<file path="src/rtl/clk_period_meter.sv">
// clk_period_meter
//   Measures the period and high time of a slow square wave that is
//   asynchronous to clk_i. Both are counted in clk_i cycles. Each completed
//   rise-to-rise measurement is published with a one-cycle valid strobe.
//   Loss of signal is flagged after TIMEOUT cycles without a rising edge.
//
// Parameters
//   CNT_W       width of the counter and the measurement outputs
//   TIMEOUT     clk_i cycles without a rise before signal loss (<= 2^CNT_W-1)
//   SYNC_STAGES synchronizer depth on sig_i (>= 2)
//
// Ports
//   clk_i     system clock
//   rst_i     asynchronous reset, active-high
//   sig_i     measured signal, asynchronous to clk_i
//   period_o  last measured period (rise to rise), clk_i cycles
//   high_o    last measured high time (rise to fall), clk_i cycles
//   valid_o   one-cycle pulse when period_o/high_o update
//   timeout_o level, signal lost
//   locked_o  level, at least one valid measurement since reset or timeout
module clk_period_meter #(
    parameter int CNT_W       = 32,
    parameter int TIMEOUT     = 1048576,
    parameter int SYNC_STAGES = 2
) (
    input  logic             clk_i,
    input  logic             rst_i,
    input  logic             sig_i,
    output logic [CNT_W-1:0] period_o,
    output logic [CNT_W-1:0] high_o,
    output logic             valid_o,
    output logic             timeout_o,
    output logic             locked_o
);

    typedef enum logic {
        IDLE,
        MEASURE
    } state_t;

    localparam logic [CNT_W-1:0] ONE     = CNT_W'(1);
    localparam logic [CNT_W-1:0] TO_LAST = CNT_W'(TIMEOUT - 1);

    state_t state_q, state_d;

    logic [SYNC_STAGES-1:0] sync_q, sync_d;
    logic                   prev_q, prev_d;
    logic [CNT_W-1:0]       cnt_q, cnt_d;
    logic [CNT_W-1:0]       hcap_q, hcap_d;
    logic                   flag_q, flag_d;
    logic [CNT_W-1:0]       period_q, period_d;
    logic [CNT_W-1:0]       high_q, high_d;
    logic                   valid_q, valid_d;
    logic                   timeout_q, timeout_d;
    logic                   locked_q, locked_d;

    logic             sig_s;
    logic             rise;
    logic             fall;
    logic             timeout_hit;
    logic [CNT_W-1:0] cnt_plus1;
    logic [CNT_W-1:0] cnt_inc;

    // Synchronizer and edge detection
    assign sync_d = {sync_q[SYNC_STAGES-2:0], sig_i};
    assign sig_s  = sync_q[SYNC_STAGES-1];
    assign prev_d = sig_s;
    assign rise   = sig_s & ~prev_q;
    assign fall   = ~sig_s & prev_q;

    assign cnt_plus1 = cnt_q + ONE;
    assign cnt_inc   = (cnt_q == '1) ? cnt_q : cnt_plus1;

    // A rise on the last counted cycle completes a measurement instead
    assign timeout_hit = (state_q == MEASURE) && (cnt_q == TO_LAST) && !rise;

    // State register and datapath flops
    always_ff @(posedge clk_i or posedge rst_i) begin
        if (rst_i) begin
            state_q   <= IDLE;
            sync_q    <= '0;
            prev_q    <= 1'b0;
            cnt_q     <= '0;
            hcap_q    <= '0;
            flag_q    <= 1'b0;
            period_q  <= '0;
            high_q    <= '0;
            valid_q   <= 1'b0;
            timeout_q <= 1'b0;
            locked_q  <= 1'b0;
        end else begin
            state_q   <= state_d;
            sync_q    <= sync_d;
            prev_q    <= prev_d;
            cnt_q     <= cnt_d;
            hcap_q    <= hcap_d;
            flag_q    <= flag_d;
            period_q  <= period_d;
            high_q    <= high_d;
            valid_q   <= valid_d;
            timeout_q <= timeout_d;
            locked_q  <= locked_d;
        end
    end

    // Next-state logic
    always_comb begin
        state_d = state_q;
        unique case (state_q)
            IDLE:    if (rise)        state_d = MEASURE;
            MEASURE: if (timeout_hit) state_d = IDLE;
            default: state_d = IDLE;
        endcase
    end

    // Datapath / output next values
    always_comb begin
        cnt_d     = cnt_q;
        hcap_d    = hcap_q;
        flag_d    = flag_q;
        period_d  = period_q;
        high_d    = high_q;
        valid_d   = 1'b0;
        timeout_d = timeout_q;
        locked_d  = locked_q;
        unique case (state_q)
            IDLE: begin
                // First rise only arms the measurement
                cnt_d = '0;
                if (rise) begin
                    flag_d = 1'b0;
                end
            end
            MEASURE: begin
                cnt_d = cnt_inc;
                if (rise) begin
                    period_d  = cnt_plus1;
                    high_d    = flag_q ? hcap_q : cnt_plus1;
                    valid_d   = 1'b1;
                    locked_d  = 1'b1;
                    timeout_d = 1'b0;
                    cnt_d     = '0;
                    flag_d    = 1'b0;
                end else if (timeout_hit) begin
                    timeout_d = 1'b1;
                    locked_d  = 1'b0;
                    cnt_d     = '0;
                end else if (fall) begin
                    hcap_d = cnt_plus1;
                    flag_d = 1'b1;
                end
            end
            default: cnt_d = '0;
        endcase
    end

    assign period_o  = period_q;
    assign high_o    = high_q;
    assign valid_o   = valid_q;
    assign timeout_o = timeout_q;
    assign locked_o  = locked_q;

endmodule

</file>
<file path="config.mk">
export PLATFORM = sky130hd
export DESIGN_NAME = clk_period_meter
export DESIGN_NICKNAME = d
export VERILOG_FILES = /design/src/rtl/clk_period_meter.sv
export SDC_FILE = /design/constraint.sdc
export NUM_CORES = 1
export LEC_CHECK = 0
export ABC_AREA = 1
export BUFFER_PORTS_ARGS = -buffer_cell sky130_fd_sc_hd__buf_2
export CAP_MARGIN = 0
export CORE_MARGIN = 2
export CORE_UTILIZATION = 40
export DETAILED_ROUTE_END_ITERATION = 16
export GPL_TIMING_DRIVEN = 1
export PLACE_DENSITY_LB_ADDON = 0.1
export SLEW_MARGIN = 15
export SYNTH_ARGS = -nofsm -noshare
export SYNTH_HDL_FRONTEND = slang
export SYNTH_SLANG_ARGS = --single-unit
</file>
<file path="constraint.sdc">
create_clock -name clk_i -period 7.3 [get_ports clk_i]
set_clock_uncertainty 0.15 [all_clocks]
set_input_delay 0.73 -clock clk_i [delete_from_list [all_inputs] [get_ports clk_i]]
set_output_delay 0.73 -clock clk_i [all_outputs]
set_load 0.01 [all_outputs]
</file>
==> out/qor.yml, run 1 <==
worst_setup_path:
  startpoint: "cnt_q[0]"
  worstSetupEndpointType: "flop"
  path_cells: "ha_1 -> nand2_2 -> nor2_4 -> nand2_2 -> nor2_4 -> nand3_2 -> nand3_1 -> nand2_1"
  worst_setup_path_category: "flop to flop"
  critPathLaunchType: "flop"
  critical_path_arrival_ns: 2.62
  critPathSlowestCell: "sky130_fd_sc_hd__nand3_2"
  critPathMaxStageDelay_ns: 0.58
  worst_ep_required_time_ns: 7.46
  regToRegStartpoint: "cnt_q[0]"
  timing.critical_path.fanout_max: 33
detailed_routing:
  route.detailed.wl_per_inst_um: 13.74
  route.antenna.remaining_nets: 0
  via_per_inst: 4.671
  dr.pass1.iters: 4
  totalWireLength_mm: 15.79
  remaining_routing_drc_violations: 0
  initialDrtViolationCount: 293
  total_number_of_vias: 5367
yosys:
  synthCells: 862
  synth.most_common_cell: "sky130_fd_sc_hd__nand2_1"
  synth_top_cells_by_area: "sky130_fd_sc_hd__dfrtp_1 52%, sky130_fd_sc_hd__nand2_1 24%, sky130_fd_sc_hd__nor2_1 4.9%"
  synth.net_count: 866
  count_of_flip_flops_with_a_built_in_enable_after_synthesis: 0
  post-synth-top-area-fraction_pct: 51.88
  synthArstFlopShare_pct: 100.0
  post_synthesis_cell_area_sq_mm: 0.006560
  yosys_warnings: 0
  synth_sequential_area_ratio_pct: 51.88
  yosys_register_bits: 136
  syn-mean-instance-area_sq_um: 7.610
  synth_common_cells: "416 x sky130_fd_sc_hd__nand2_1, 136 x sky130_fd_sc_hd__dfrtp_1, 85 x sky130_fd_sc_hd__nor2_1, 55 x sky130_fd_sc_hd__nand3_1, 36 x sky130_fd_sc_hd__inv_1"
  netlist-cell-type-count: 29
  synth_flop_cell: "sky130_fd_sc_hd__dfrtp_1"
  netlist.top_cell.by_area: "sky130_fd_sc_hd__dfrtp_1"
layout:
  sequential_cell_area_sq_mm: 0.003403
  stdcell_count: 1149
  num-fill-cells: 1642
  design_area_sq_mm: 0.007684
  area_delta_synth_final_pct: 17.13
  layout-drive-gt1-share_pct: 14.79
  multi_input_area_sq_mm: 0.002821
  num_antenna_cells: 0
  final_net_count: 925
sta:
  finalCritPeriodShare_pct: 33.62
  transition_time_at_the_pin_with_the_least_slew_margin_ns: 0.8830
  maxSlewViolCount: 0
  totalNegativeSetupSlack_ns: 0
  max-slew-margin-rel_pct: 41.13
  setup_viol_count_final: 0
  max_freq_ghz: 0.4075
  rsz0062_at_grt: "false"
  hold_viol: 0
  min_period_ns: 2.454
global_routing:
  gr-max-usage-layer: "met2"
  grt_resource_usage_total_pct: 19.57
  grt_max_degree: 84
  grt_use_met1_pct: 28.13
  number_of_global_route_vias_before_repair: 5387
  grtUsageMet2_pct: 29.05
  grt_met3_usage_pct: 3.998
  initial_antenna_violation_count: 0
  grt_overflow_total: 0
  grt_pass1_wl_mm: 27.37
clock_network:
  cts.hold.buffers_added: 0
  clock-sinks: 136
  cts_made_buffers: 17
  clkTransAtPathRegs_ns: 0.06
  ctsRootBufferMaster: "sky130_fd_sc_hd__clkbuf_16"
  clock_tree.htree_level_count: 4
  cts_tree: "done"
  cts.path.max_buffers: 2
  insertion_delay_of_the_later_clocked_pin_in_the_worst_skew_pair_ns: 0.43
  post_cts.repair.setup_buffers: 0
  cts_repair_resize_count: 0
die:
  core.rowCount: 46
  die_x_um: 132.1
  floorplan.io_pins: 70
  design.core.area_sq_mm: 0.01594
  dieHeight_um: 132.1
  initial_utilization_pct: 41.15
  fp.dieArea_sq_mm: 0.01744
pwr:
  power.ir.vdd_worst_mv: 0.1662
  power.density_mw_per_mm2: 261.1
  power_leakage_nw: 4.164
flow_run:
  max_cap_violations: 0
placed_design:
  io_port_bufs: 69
  gp_congestion: 0.8502
  dpl.cell_count: 1118
  placement.cell_area_sq_mm: 0.007041
  dp_hpwl_mm: 10.38
min_path:
  timing.hold.worst.class: "flop to flop"
  hold_path.startpoint: "sync_q[0]"
run_status:
  outcome: "finished, final reports clean"
-- cells by family after synthesis --
family	Yosys count	share of synthesized area, %
AO/OA/AOI/OAI	40	3.433
AND/OR/NAND/NOR	601	38.28
adder cells (fa/ha/maj)	1	0.1907
buffers and inverters	76	5.150
flip-flops	136	51.88
XOR/XNOR	8	1.068
-- registers in the layout, indices dropped and copies added, names as in the netlist --
| signal | cells |
|---|---|
| timeout_o | 1 |
| valid_o | 1 |
| hcap_q | 32 |
| cnt_q | 32 |
| period_o | 32 |
| high_o | 32 |
| flag_q | 1 |
| locked_o | 1 |
| state_q | 1 |
| sync_q | 2 |
| prev_q | 1 |
-- path summary, 6_finish.rpt --
path | depth (start not counted) | slack (ns) | to
min in group asynchronous | 2 | 0.23 | period_o[7]
worst max register to register | 8 | 4.85 | cnt_q[0]
worst min register to register | 0 | 0.21 | sync_q[1]
max in group asynchronous | 3 | 5.47 | cnt_q[17]
worst max-delay path | 8 | 4.85 | cnt_q[0]
worst min-delay path | 0 | 0.21 | sync_q[1]
-- per-layer routing --
metal	vias to the layer above	wire (um)
met3	23	579
met5	-	0
met1	2444	8092
met4	0	256
li1	2796	-
met2	104	6859
-- per-stage QoR --
stage	total power, mW	hold slack (ns)	util [%]	setup WS, ns
final	2.006	0.2105	48.19	4.846
after global routing	2.097	0.2274	48.19	4.562
after CTS	2.031	0.2123	48.19	4.792
after detailed placement	1.085	0.1996	44.16	4.806
after global placement	1.082	0.1828	44.16	4.861
after floorplan	1.006	0.1812	-	2.781
-- area by class of cell --
cell class                      instances  area share [%]
Multi-Input combinational cell        650           36.72
Clock inverter                         12           2.605
Sequential cell                       136           44.29
Tap cell                              216           3.517
Inverter                               42           2.117
Timing Repair Buffer                   74           4.983
Clock buffer                           19           5.765
-- where the power goes --
part	switching (mW)	leakage [nW]	total (mW)	internal (mW)
clock	0.326	0.305	0.938	0.612
combinational	0.144	2.03	0.218	0.0748
sequential	0.0385	1.83	0.850	0.811
total	0.508	4.16	2.01	1.50
-- critical path, delay by kind of cell, from the launching register on --
kind | cells | cell delay, ns
and+or+nand+nor | 7 | 1.47
adders and majority gates | 1 | 0.26
DFF | 1 | 0.45
-- cells in the final DEF (no fill, tap or decap), types with 4 or more instances in the layout --
cell type and instances:
sky130_fd_sc_hd__nand2_1 415, sky130_fd_sc_hd__buf_2 69, sky130_fd_sc_hd__bufinv_16 5, sky130_fd_sc_hd__clkbuf_16 17, sky130_fd_sc_hd__o21ai_0 23, sky130_fd_sc_hd__buf_4 5
sky130_fd_sc_hd__nand3_1 55, sky130_fd_sc_hd__dfrtp_1 136, sky130_fd_sc_hd__nor2_1 85, sky130_fd_sc_hd__xor2_1 4, sky130_fd_sc_hd__nor2_4 10, sky130_fd_sc_hd__nand3b_1 6
sky130_fd_sc_hd__xnor2_1 4, sky130_fd_sc_hd__nand2_2 8, sky130_fd_sc_hd__a2bb2oi_1 4, sky130_fd_sc_hd__nand4_1 11, sky130_fd_sc_hd__a21oi_1 7, sky130_fd_sc_hd__inv_1 35
sky130_fd_sc_hd__inv_2 6
No activity file was read; power rests on OpenSTA's default activity.
==> inputs of run 2 (changes only) <==
- ABC_AREA: 1 -> 0
- clock period: 7.3 -> 2.55 ns (I/O delays scaled with it)
==> out/qor.yml, run 2 <==
pwr:
  power.density_mw_per_mm2: 854.9
  power_leakage_nw: 3.288
  power.ir.vdd_worst_mv: 0.4886
global_routing:
  number_of_global_route_vias_before_repair: 4096
  grt_overflow_total: 0
  initial_antenna_violation_count: 0
  grt_pass1_wl_mm: 21.36
  grt_resource_usage_total_pct: 18.46
  grt_max_degree: 94
detailed_routing:
  route.detailed.wl_per_inst_um: 15.48
  via_per_inst: 5.130
  remaining_routing_drc_violations: 0
  route.antenna.remaining_nets: 0
  total_number_of_vias: 4268
  initialDrtViolationCount: 344
  totalWireLength_mm: 12.88
  dr.pass1.iters: 5
worst_setup_path:
  timing.critical_path.max_delay_family: "compound AO/OA/AOI/OAI gates"
  critical_path_arrival_ns: 2.55
  critPathMaxStageDelay_ns: 0.58
  path_cells: "buf_4 -> and4_1 -> nand3_1 -> o21a_1 -> o31ai_1 -> o21ai_0"
  worstSetupEndpointType: "flop"
  worst_setup_path_category: "flop to flop"
  regToRegStartpoint: "cnt_q[0]"
  startpoint: "cnt_q[0]"
  crit_buf_inv: 1
  worst_ep_required_time_ns: 2.67
  timing.critical_path.fanout_max: 7
  critPathLaunchType: "flop"
  critPathSlowestCell: "sky130_fd_sc_hd__o31ai_1"
yosys:
  synth_sequential_area_ratio_pct: 59.71
  netlist.top_cell.by_area: "sky130_fd_sc_hd__dfrtp_1"
  synth_common_cells: "136 x sky130_fd_sc_hd__dfrtp_1, 94 x sky130_fd_sc_hd__o21ai_0, 59 x sky130_fd_sc_hd__nand2_1, 51 x sky130_fd_sc_hd__a21oi_1, 48 x sky130_fd_sc_hd__nor2_1"
  post_synthesis_cell_area_sq_mm: 0.005699
  synth_top_cells_by_area: "sky130_fd_sc_hd__dfrtp_1 60%, sky130_fd_sc_hd__o21ai_0 8.3%, sky130_fd_sc_hd__a21oi_1 4.5%"
  count_of_flip_flops_with_a_built_in_enable_after_synthesis: 0
  yosys_register_bits: 136
  yosys_warnings: 0
  synthCells: 568
  synth.most_common_cell: "sky130_fd_sc_hd__dfrtp_1"
  syn-mean-instance-area_sq_um: 10.03
  post-synth-top-area-fraction_pct: 59.71
  netlist-cell-type-count: 40
  synth_flop_cell: "sky130_fd_sc_hd__dfrtp_1"
  synth.net_count: 572
  synthArstFlopShare_pct: 100.0
layout:
  final_net_count: 644
  layout.cells.most_common_list: "135 x sky130_fd_sc_hd__dfrtp_1, 93 x sky130_fd_sc_hd__o21ai_0, 69 x sky130_fd_sc_hd__buf_2"
  multi_input_area_sq_mm: 0.002137
  num_antenna_cells: 0
  num-fill-cells: 1292
  sequential_cell_area_sq_mm: 0.003405
  layout-drive-gt1-share_pct: 21.32
  area_delta_synth_final_pct: 23.12
  mostFrequentLayoutCell: "sky130_fd_sc_hd__dfrtp_1"
sta:
  finalCritPeriodShare_pct: 95.34
  setup_viol_count_final: 0
  max-slew-margin-rel_pct: 45.05
  transition_time_at_the_pin_with_the_least_slew_margin_ns: 0.8243
  max_freq_ghz: 0.4113
  totalNegativeSetupSlack_ns: 0
  min_period_ns: 2.431
  post-route-worst-setup-slack_ns: 0.1189
  hold_viol: 0
  rsz0062_at_grt: "false"
  maxSlewViolCount: 0
die:
  fp.dieArea_sq_mm: 0.01522
  floorplan.io_pins: 70
  core.rowCount: 43
  initial_utilization_pct: 41.06
  dieHeight_um: 123.4
  die_x_um: 123.4
  design.core.area_sq_mm: 0.01388
placed_design:
  dp_hpwl_mm: 8.347
  io_port_bufs: 69
  dpl_worst_slack_ns: -0.03206
  gp_congestion: 0.8400
run_status:
  outcome: "finished, final reports clean"
clock_network:
  cts_made_buffers: 17
  ctsRootBufferMaster: "sky130_fd_sc_hd__clkbuf_16"
  clkTransAtPathRegs_ns: 0.06
  insertion_delay_of_the_later_clocked_pin_in_the_worst_skew_pair_ns: 0.42
  clock-sinks: 136
  clock_tree.htree_level_count: 4
  cts_tree: "done"
  cts.path.max_buffers: 2
flow_run:
  max_cap_violations: 0
min_path:
  timing.hold.worst.class: "input pin to async pin"
==> run 2: kinds of logic (layout without fill, tap and decap cells) <==
logic type      Yosys count  count (layout)  share of synthesized area [%]
xor+xnor                 28              28                          4.303
simple gates            189             189                          16.09
compound gates          156             156                          14.14
buf+inv                  47             131                          3.381
fa+ha+maj                 1               1                         0.2195
flops                   136             136                          59.71
mux                      11              11                          2.152
==> run 2: worst reg2reg max path: stages, from the launching register on <==
cell	delay (ns)
sky130_fd_sc_hd__dfrtp_1	0.39
sky130_fd_sc_hd__buf_4	0.17
sky130_fd_sc_hd__and4_1	0.36
sky130_fd_sc_hd__nand3_1	0.23
sky130_fd_sc_hd__o21a_1	0.24
sky130_fd_sc_hd__o31ai_1	0.58
sky130_fd_sc_hd__o21ai_0	0.15
==> run 2: final cells by class <==
cell class              count  area share [%]
flip-flops and latches    136           48.52
multi-input cells         385           30.46
repair buffers             90           7.775
clock buffers              23           7.097
well taps                 180           3.210
clock inverters             8           2.354
inverters                  10          0.5884
==> run 2: report_power, final <==
part	leakage, nW	switching, mW	total [mW]	internal [mW]
sequential	1.77	0.148	2.55	2.40
clock	0.329	0.892	2.75	1.86
combinational	1.19	0.405	0.705	0.300
total	3.29	1.45	6.00	4.55
==> run 2: per-layer routing <==
layer,track usage [%],vias to the layer above,wire (um)
met5,0,-,0
met4,6.818,0,161
met3,5.351,11,648
met2,27.37,79,5949
met1,25.72,2062,6118
li1,-,2116,-
==> run 2: worst paths after layout <==
path / endpoint / cells after the start / slack (ns)
max: high_o[13] / 6 / 0.12
min: hcap_q[1] / 3 / 0.15
max reg2reg: high_o[13] / 6 / 0.12
min reg2reg: sync_q[1] / 0 / 0.22
max in group asynchronous: high_o[17] / 4 / 1.37
min in group clk_i: sync_q[1] / 0 / 0.22
==> run 2: metrics by stage <==
stage | total power, mW | hold slack (ns) | utilization, % | instances | instance area, sq um
final | 5.999 | 0.1493 | 50.55 | 832 | 7017
after global routing | 6.271 | 0.1614 | 50.55 | 832 | 7017
after CTS | 6.043 | 0.1378 | 50.36 | 831 | 6990
after detailed placement | 3.281 | 0.04006 | 45.38 | 798 | 6300
after global placement | 3.254 | 0.03904 | 45.38 | 798 | 6300
after floorplan | 2.992 | 0.1364 | - | 568 | 5703
==> run 2: what timing repair did <==
item,in CTS,in global routing
pin swaps,0,3
hold buffers,2,0
resized for setup,2,4
setup endpoints to repair,9,63
endpoints found under the hold margin,137,0
setup buffers,0,1
==> inputs of run 3 (changes only) <==
- ABC_AREA: 0 -> 1
- CAP_MARGIN: 0 -> default
==> out/qor.yml, run 3 (synthesis gave the netlist of run 1 again) <==
die:
  die_x_um: 132.1
  fp.dieArea_sq_mm: 0.01744
  dieHeight_um: 132.1
  core.rowCount: 46
  initial_utilization_pct: 41.15
  floorplan.io_pins: 70
  design.core.area_sq_mm: 0.01594
layout:
  area_delta_synth_final_pct: 20.81
  mostFrequentLayoutCell: "sky130_fd_sc_hd__nand2_1"
  layout.cells.most_common_list: "415 x sky130_fd_sc_hd__nand2_1, 136 x sky130_fd_sc_hd__dfrtp_1, 85 x sky130_fd_sc_hd__nor2_1"
  num_antenna_cells: 0
  layout-drive-gt1-share_pct: 16.88
  design_area_sq_mm: 0.007925
  post_layout_utilization_of_the_core_pct: 49.71
  final_net_count: 952
sta:
  setup_viol_count_final: 0
  hold_viol: 0
  min_period_ns: 2.221
  max_freq_ghz: 0.4502
  finalCritPeriodShare_pct: 87.11
  maxSlewViolCount: 0
  totalNegativeSetupSlack_ns: 0
  rsz0062_at_grt: "false"
  max-slew-margin-rel_pct: 37.47
  transition_time_at_the_pin_with_the_least_slew_margin_ns: 0.9370
placed_design:
  io_port_bufs: 69
  placement.cell_area_sq_mm: 0.007282
  dp_hpwl_mm: 11.08
  gp_congestion: 0.8365
worst_setup_path:
  critPathMaxStageDelay_ns: 0.51
  worst_r2r_path_depth: 11
  critical_path_arrival_ns: 2.43
  critPathSlowestCell: "sky130_fd_sc_hd__nor2_4"
  worst_ep_required_time_ns: 2.76
  worst_setup_path_category: "flop to flop"
  worstSetupEndpointType: "flop"
  critPathLaunchType: "flop"
  path_cells: "ha_1 -> nand2_2 -> nor2_4 -> nand2_2 -> inv_2 -> nand2_2 -> nor2_4 -> nor2_4 -> buf_4 -> nand3_1 -> nand2_1"
  timing.critical_path.fanout_max: 21
pwr:
  power_leakage_nw: 4.306
  power_switching_share_pct: 25.32
  power.net_switching_mw: 1.437
  comb_power_share_pct: 12.3
  p_total_mw: 5.675
  power.density_mw_per_mm2: 716.1
  power.ir.vdd_worst_mv: 0.4168
  p_seq_share_pct: 42.6
  clock_share_of_power_pct: 45.1
  p_int_mw: 4.238
clock_network:
  cts.path.max_buffers: 2
  cts_repair_resize_count: 0
  clkTransAtPathRegs_ns: 0.06
  ctsRootBufferMaster: "sky130_fd_sc_hd__clkbuf_16"
  insertion_delay_of_the_later_clocked_pin_in_the_worst_skew_pair_ns: 0.42
  cts_made_buffers: 17
  clock-sinks: 136
  post_cts.repair.setup_buffers: 0
  clock_tree.htree_level_count: 4
  cts_tree: "done"
detailed_routing:
  route.antenna.remaining_nets: 0
  totalWireLength_mm: 16.63
  total_number_of_vias: 5557
  route.detailed.wl_per_inst_um: 14.14
  via_per_inst: 4.725
  dr.pass1.iters: 4
  remaining_routing_drc_violations: 0
  initialDrtViolationCount: 327
global_routing:
  grt_overflow_total: 0
  initial_antenna_violation_count: 0
  grt_pass1_wl_mm: 28.24
  grt_max_degree: 84
  grt_resource_usage_total_pct: 20.17
  number_of_global_route_vias_before_repair: 5455
min_path:
  whs_path_depth: 0
  timing.hold.worst.class: "flop to flop"
flow_run:
  max_cap_violations: 0
run_status:
  outcome: "finished, final reports clean"
[run 3: worst paths after layout]
path	end	start	slack, ns
worst max-delay path	hcap_q[23]	cnt_q[0]	0.33
worst min-delay path	sync_q[1]	sync_q[0]	0.20
worst max register to register	hcap_q[23]	cnt_q[0]	0.33
worst min register to register	sync_q[1]	sync_q[0]	0.20
max in group asynchronous	period_o[20]	rst_i	1.32
min in group asynchronous	prev_q	rst_i	0.26
[run 3: power by group through the flow]
stage / combinational, mW / clock, mW / sequential, mW
CTS: 0.708 / 2.61 / 2.41
floorplan: 0.376 / 0 / 2.50
detailed placement: 0.701 / 0 / 2.45
finish: 0.700 / 2.56 / 2.42
global placement: 0.699 / 0 / 2.45
global route: 0.803 / 2.71 / 2.44
[run 3: critical path, delay by kind of cell, from the launching register on]
| kind | cells | cell delay [ns] |
|---|---|---|
| DFF | 1 | 0.38 |
| adders and majority gates | 1 | 0.25 |
| buffers and inverters | 2 | 0.34 |
| and+or+nand+nor | 8 | 1.02 |
[run 3: layout make-up]
type,instances,area (sq um)
repair buffers,100,645.6
inverters,42,161.4
well taps,216,270.3
clock buffers,24,501.7
fillers,1618,8018
multi-input cells,651,2828
flip-flops and latches,136,3403
clock inverters,7,115.1
[run 3: timing repair]
action / CTS / global route
setup endpoints to repair: 0 / 13
hold endpoints to repair: 16 / 0
hold buffers: 2 / 0
[run 3: per-stage QoR]
stage,hold slack (ns),setup slack (ns),std cells
after global placement,0.1431,0.1486,1142
after CTS,0.2022,0.07009,1175
final,0.1996,0.3287,1176
after detailed placement,0.1411,0.07819,1142
after floorplan,0.1364,0.4519,862
after global routing,0.2067,0.1519,1176
[run 3: layer usage]
layer	global-route usage (%)	vias to the layer above	wire, um	share of wire, %
met1	28.80	2574	8436	51
li1	-	2862	-	-
met5	0	-	0	0
met4	5.314	0	172	1.0
met3	4.191	11	656	3.9
met2	31.31	110	7362	44
